### config.mk
export PLATFORM = sky130hd
export DESIGN_NAME = led_breath_pwm
export DESIGN_NICKNAME = d
export VERILOG_FILES = /design/src/rtl/led_breath_pwm_pkg.sv /design/src/rtl/led_breath_channel.sv /design/src/rtl/led_breath_pwm.sv
export SDC_FILE = /design/constraint.sdc
export NUM_CORES = 1
export LEC_CHECK = 0
export CAP_MARGIN = 5
export CORE_ASPECT_RATIO = 1.2
export CORE_MARGIN = 5
export CORE_UTILIZATION = 45
export CTS_BUF_LIST = sky130_fd_sc_hd__clkbuf_4 sky130_fd_sc_hd__clkbuf_8
export CTS_CLUSTER_DIAMETER = 80
export CTS_CLUSTER_SIZE = 25
export DETAILED_ROUTE_END_ITERATION = 6
export HOLD_SLACK_MARGIN = 0.08
export SYNTH_ARGS = -nofsm -noshare
export SYNTH_HDL_FRONTEND = slang
export SYNTH_HIERARCHICAL = 1
export SYNTH_SLANG_ARGS = --single-unit
export TNS_END_PERCENT = 50
### constraint.sdc
create_clock -name clk -period 3.54 [get_ports clk]
set_clock_uncertainty 0.1 [all_clocks]
set_input_delay 0.708 -clock clk [delete_from_list [all_inputs] [get_ports clk]]
set_output_delay 0.708 -clock clk [all_outputs]
set_load 0.05 [all_outputs]
### src/rtl/led_breath_pwm_pkg.sv
`default_nettype none
// ============================================================================
// Module   : led_breath_pwm_pkg
// Brief    : Mode and breathing-direction encodings shared by the LED PWM block.
// Revision : 1.0 - initial release
// ============================================================================
package led_breath_pwm_pkg;

    localparam int MODE_W = 2;

    typedef enum logic [MODE_W-1:0] {
        MODE_OFF     = 2'd0,
        MODE_ON      = 2'd1,
        MODE_FIXED   = 2'd2,
        MODE_BREATHE = 2'd3
    } mode_e;

    typedef enum logic {
        DIR_UP   = 1'b0,
        DIR_DOWN = 1'b1
    } dir_e;

    function automatic logic mode_uses_duty(input mode_e mode);
        return (mode == MODE_FIXED) || (mode == MODE_BREATHE);
    endfunction

endpackage
`default_nettype wire

### src/rtl/led_breath_channel.sv
`default_nettype none
// ============================================================================
// Module   : led_breath_channel
// Brief    : One PWM channel: mode/level/direction state, triangle stepping,
//            optional gamma (LED_BREATH_PWM_GAMMA_EN) and registered compare.
// Revision : 1.0 - initial release
// ============================================================================
module led_breath_channel
    import led_breath_pwm_pkg::*;
#(
    parameter int PWM_WIDTH = 10
) (
    input  logic                 clk,
    input  logic                 reset_n,
    input  logic                 commit,
    input  logic [MODE_W-1:0]    cfg_mode,
    input  logic [PWM_WIDTH-1:0] cfg_level,
    input  logic                 step_tick,
    input  logic [PWM_WIDTH-1:0] counter,
    output logic                 pwm_out
);

    localparam logic [PWM_WIDTH-1:0] c_LEVEL_MAX = {PWM_WIDTH{1'b1}};
    localparam logic [PWM_WIDTH-1:0] c_LEVEL_ONE = PWM_WIDTH'(1);

    mode_e                r_mode;
    dir_e                 r_dir;
    logic [PWM_WIDTH-1:0] r_level;
    logic                 r_pwm;
    logic [PWM_WIDTH-1:0] w_step_level;
    dir_e                 w_step_dir;
    logic [PWM_WIDTH-1:0] w_duty;
    mode_e                w_cfg_mode;

    assign w_cfg_mode = mode_e'(cfg_mode);

    // Each endpoint is emitted exactly once, then the direction flips.
    always_comb begin
        w_step_level = r_level;
        w_step_dir   = r_dir;
        if (r_dir == DIR_UP) begin
            if (r_level == c_LEVEL_MAX) begin
                w_step_dir   = DIR_DOWN;
                w_step_level = c_LEVEL_MAX - c_LEVEL_ONE;
            end else begin
                w_step_level = r_level + c_LEVEL_ONE;
            end
        end else begin
            if (r_level == '0) begin
                w_step_dir   = DIR_UP;
                w_step_level = c_LEVEL_ONE;
            end else begin
                w_step_level = r_level - c_LEVEL_ONE;
            end
        end
    end

    always_ff @(posedge clk) begin
        if (!reset_n) begin
            r_mode  <= MODE_OFF;
            r_level <= '0;
            r_dir   <= DIR_UP;
        end else if (commit) begin
            r_mode <= w_cfg_mode;
            case (w_cfg_mode)
                MODE_BREATHE: begin
                    r_level <= cfg_level;
                    r_dir   <= DIR_UP;
                end
                MODE_FIXED: r_level <= cfg_level;
                default: ;
            endcase
        end else if (step_tick && (r_mode == MODE_BREATHE)) begin
            r_level <= w_step_level;
            r_dir   <= w_step_dir;
        end
    end

`ifdef LED_BREATH_PWM_GAMMA_EN
    logic [2*PWM_WIDTH-1:0] w_square;
    logic [PWM_WIDTH-1:0]   r_duty;

    assign w_square = r_level * r_level;

    always_ff @(posedge clk) begin
        if (!reset_n) begin
            r_duty <= '0;
        end else begin
            r_duty <= w_square[2*PWM_WIDTH-1:PWM_WIDTH];
        end
    end

    assign w_duty = r_duty;
`else
    assign w_duty = r_level;
`endif

    always_ff @(posedge clk) begin
        if (!reset_n) begin
            r_pwm <= 1'b0;
        end else if (mode_uses_duty(r_mode)) begin
            r_pwm <= (counter < w_duty);
        end else begin
            r_pwm <= (r_mode == MODE_ON);
        end
    end

    assign pwm_out = r_pwm;

endmodule
`default_nettype wire

### src/rtl/led_breath_pwm.sv
`default_nettype none
// ============================================================================
// Module   : led_breath_pwm
// Brief    : Multi-channel LED PWM with off/on/fixed/breathing modes and a
//            period-aligned config commit. Gamma option: LED_BREATH_PWM_GAMMA_EN.
// Revision : 1.0 - initial release
// ============================================================================
module led_breath_pwm
    import led_breath_pwm_pkg::*;
#(
    parameter int CHANNELS  = 2,
    parameter int PWM_WIDTH = 10,
    parameter int STEP_DIV  = 65536,
    parameter int CH_IDX_W  = 1
) (
    input  logic                 clk,
    input  logic                 reset_n,
    input  logic                 cfg_valid,
    output logic                 cfg_ready,
    input  logic [CH_IDX_W-1:0]  cfg_channel,
    input  logic [MODE_W-1:0]    cfg_mode,
    input  logic [PWM_WIDTH-1:0] cfg_level,
    output logic                 period_start,
    output logic [CHANNELS-1:0]  pwm_out
);

    localparam int                   c_PRESC_W    = (STEP_DIV > 1) ? $clog2(STEP_DIV) : 1;
    localparam logic [c_PRESC_W-1:0] c_PRESC_LAST = c_PRESC_W'(STEP_DIV - 1);
    localparam logic [c_PRESC_W-1:0] c_PRESC_ONE  = c_PRESC_W'(1);
    localparam logic [PWM_WIDTH-1:0] c_CNT_LAST   = {PWM_WIDTH{1'b1}};
    localparam logic [PWM_WIDTH-1:0] c_CNT_ONE    = PWM_WIDTH'(1);

    logic [PWM_WIDTH-1:0] r_counter;
    logic [c_PRESC_W-1:0] r_presc;
    logic                 r_period_start;
    logic                 r_ready;
    logic                 r_held;
    logic [CH_IDX_W-1:0]  r_hold_channel;
    logic [MODE_W-1:0]    r_hold_mode;
    logic [PWM_WIDTH-1:0] r_hold_level;

    logic                 w_accept;
    logic                 w_commit;
    logic                 w_tick;
    logic [CHANNELS-1:0]  w_ch_commit;

    assign w_accept = cfg_valid && r_ready;
    assign w_commit = r_held && (r_counter == c_CNT_LAST);
    assign w_tick   = (r_presc == c_PRESC_LAST);

    always_ff @(posedge clk) begin
        if (!reset_n) begin
            r_counter      <= '0;
            r_presc        <= '0;
            r_period_start <= 1'b0;
        end else begin
            r_counter      <= r_counter + c_CNT_ONE;
            r_period_start <= (r_counter == c_CNT_LAST);
            if (w_tick) begin
                r_presc <= '0;
            end else begin
                r_presc <= r_presc + c_PRESC_ONE;
            end
        end
    end

    // Ready is simply "holder empty" except for the reset cycle itself, so a
    // transfer can never land in the same cycle as a commit.
    always_ff @(posedge clk) begin
        if (!reset_n) begin
            r_held         <= 1'b0;
            r_ready        <= 1'b0;
            r_hold_channel <= '0;
            r_hold_mode    <= '0;
            r_hold_level   <= '0;
        end else if (w_accept) begin
            r_held         <= 1'b1;
            r_ready        <= 1'b0;
            r_hold_channel <= cfg_channel;
            r_hold_mode    <= cfg_mode;
            r_hold_level   <= cfg_level;
        end else if (w_commit) begin
            r_held  <= 1'b0;
            r_ready <= 1'b1;
        end else begin
            r_ready <= !r_held;
        end
    end

    assign cfg_ready    = r_ready;
    assign period_start = r_period_start;

    // Out-of-range channel indices match no instance and are dropped.
    genvar g;
    generate
        for (g = 0; g < CHANNELS; g++) begin : g_channel
            localparam logic [CH_IDX_W-1:0] c_IDX = CH_IDX_W'(g);

            assign w_ch_commit[g] = w_commit && (r_hold_channel == c_IDX);

            led_breath_channel #(
                .PWM_WIDTH (PWM_WIDTH)
            ) u_channel (
                .clk       (clk),
                .reset_n   (reset_n),
                .commit    (w_ch_commit[g]),
                .cfg_mode  (r_hold_mode),
                .cfg_level (r_hold_level),
                .step_tick (w_tick),
                .counter   (r_counter),
                .pwm_out   (pwm_out[g])
            );
        end
    endgenerate

endmodule
`default_nettype wire

==> flow_summary.ini <==
[sta]
postLayoutSetupSlackWorst_ps = 591
period_needed_ps = 2950
relSlewSlack_pct = 45.8
hold_viol = 0
finalSetupViolations = 0
rsz0062_at_grt = false
tightest_slew_ps = 807
final-max-slew-violation-count = 0
setup_tns_ps = 0
fmax_mhz = 339
period_share_pct = 83.3

[route]
routedWlPerCell_um = 17.6
wirelength_mm = 12.0
remaining_drc_errors = 0
drt_first_pass_iters = 5
drtIter0Drc = 296
route.vias.total = 4130
post_drt_via_cell_ratio = 6.04
drtAntennaViolNets = 0

[synth]
synth_cell_types = 68
ys_warn_count = 6
syn_avg_cell_area_um2 = 8.05
synth_seq_cells = 70
synth_edf_count = 0
syn_inst = 549
syn_area_mm2 = 0.00442
synth-async-reset-ratio_pct = 0
synth_fp_nets = 589
yosysSeqAreaShare_pct = 31.7
synth_ff_type = dfxtp_1

[setup_path]
worstPathRequired_ps = 3680
path_max_fanout = 13
critPathTopFamily = simple AND/OR/NAND/NOR gates
crit_chain = ha_1 > inv_1 > nor4_1 > nand2_1 > nor2_1 > buf_4 > nand4b_1 > and2_1 > nand2_1 > o311ai_0 > o21ba_2
critPathLaunchType = flip-flop
worstSetupPathType = reg2reg
r2r-start = r_counter[0]
cp.buffers_inverters = 2
critical_path_arrival_ps = 3090
critPathMaxStageDelay_ps = 530
end_kind = flip-flop
r2r_cells = 11
r2r_end = g_channel[0].u_channel/r_level[8]
r2r_setup_slack_ps = 590
cpMostUsedCell = nand2_1
cp_slowest_cell = nor4_1

[die]
die_y_um = 119
fp.dieArea_mm2 = 0.0119
placement_rows = 39
start_util_pct = 46.2
die_w_um = 100
core_area_mm2 = 0.00956
io_pins = 20

[grt]
grt_pass1_vias = 3906
grt_pass1_wl_mm = 19.8
antenna_found_initial = 0
grt_max_degree = 27
grt_overflow = 0
track_usage_pct = 20.9

[cells_and_area]
layout_common_cells = dfxtp_1, nand2_1, a21oi_1
n_antenna_cell = 0
final_common_cell = dfxtp_1
final_nets = 597
syn_to_final_growth_pct = 9.79
drive_above_1_share_pct = 9.09

[power_and_ir_drop]
p_leak_nw = 1.72
powerDensity_mw_per_mm2 = 306
ir_drop_mv = 0.164

[cts]
h-tree-depth = 3
numClockSinks = 70
postCtsSetupBuffers = 0
cts_resized = 0
clkLatencyLatePin_ps = 350
cts_made_buffers = 9
cts_tree = yes
cts-root-buf = clkbuf_8
cts_hold_buf = 0
clock_path_buffers = 2
clk_pin_slew_ps = 70

[placed_design]
gp_congestion = 0.885
post-dp-hpwl_mm = 8.97
io_buffers = 19
pre_cts_ws_ps = 617

[worst_hold_path]
hold_path.class = reg2reg
hold_start = r_presc[0]
holdPathStages = 1
hold_end = r_presc[0]

[outcome]
status = complete, no violations

[flow_run]
drv_cap = 0
## flip-flops by register name (all words and copies together) (netlist names)
name / flops
r_hold_level: 10
period_start: 1
r_hold_channel: 1
g_channel.u_channel/r_dir: 2
r_held: 1
r_presc: 16
g_channel.u_channel/pwm_out: 2
r_hold_mode: 2
g_channel.u_channel/r_level: 20
g_channel.u_channel/r_mode: 4
cfg_ready: 1
r_counter: 10
## Yosys cell counts (4+ instances only)
cell / count / area, µm²
dfxtp_1: 70 / 1400
nand2_1: 63 / 236
a21oi_1: 46 / 230
nor2_1: 37 / 139
inv_1: 32 / 120
nand3_1: 27 / 135
o21ai_0: 25 / 125
ha_1: 24 / 300
clkbuf_1: 17 / 63.8
nor3_1: 14 / 70.1
xnor2_1: 14 / 123
nand4_1: 12 / 75.1
or3_1: 10 / 62.6
o211ai_1: 9 / 67.6
and2_1: 8 / 50.1
buf_2: 8 / 40.0
a31oi_1: 7 / 43.8
nand2b_1: 7 / 43.8
and4_1: 6 / 52.6
xor2_1: 6 / 52.6
a32o_1: 5 / 50.1
and3_1: 5 / 31.3
mux2i_1: 5 / 50.1
nor2b_1: 5 / 31.3
nor4_1: 5 / 31.3
a211oi_1: 4 / 30.0
nor3_2: 4 / 40.0
o311ai_0: 4 / 35.0
## stage by stage
step	cell area [µm²]	instances	total power [mW]	hold slack [ps]	utilization, %
floorplan	4420	549	0.881	330	-
global placement	4680	669	0.921	342	48.9
detailed placement	4680	669	0.922	359	48.9
CTS	4850	684	1.51	377	50.8
global route	4850	684	1.56	407	50.8
finish	4850	684	1.49	370	50.8
## routing by layer
layer  GRT usage [%]  part of all wire [%]  up-vias
li1                -                     -     2034
met1            27.4                    45     1941
met2            33.0                    48      133
met3            4.54                   4.3       22
met4            8.51                   2.4        0
met5               0                     0        -
## area by class of cell
class | instances | area, µm²
repair buffers | 24 | 228
clock inverters | 4 | 22.5
clock buffers | 11 | 151
well taps | 123 | 154
multi-input cells | 419 | 2770
fillers | 980 | 4710
inverters | 33 | 124
flip-flops and latches | 70 | 1400
## worst max path at each step
stage / from / to / slack (ps) / depth (start not counted)
after floorplan: r_presc[0] / g_channel[0].u_channel/r_level[8] / 1020 / 10
after global placement: r_counter[1] / g_channel[0].u_channel/r_level[8] / 800 / 11
after detailed placement: r_counter[0] / g_channel[0].u_channel/r_level[8] / 620 / 11
after CTS: r_counter[0] / g_channel[0].u_channel/r_level[8] / 600 / 11
after global routing: r_counter[0] / g_channel[0].u_channel/r_level[8] / 210 / 11
final: r_counter[0] / g_channel[0].u_channel/r_level[8] / 590 / 11
## power breakdown
| part | internal (mW) | switching [mW] | total (mW) |
|---|---|---|---|
| clock network | 0.285 | 0.299 | 0.584 |
| logic | 0.0387 | 0.0458 | 0.0844 |
| registers | 0.802 | 0.0177 | 0.820 |
## cell families (layout without fill, tap and decap cells)
kind of cell / count (synthesis) / in the layout / synth area share, %
fa+ha+maj: 24 / 24 / 6.79
buf+inv: 60 / 72 / 5.57
mux: 6 / 6 / 1.39
simple gates: 224 / 224 / 27.6
flops: 70 / 70 / 31.7
compound gates: 145 / 145 / 22.9
xor+xnor: 20 / 20 / 3.96
(Power assumes the default switching activity.)
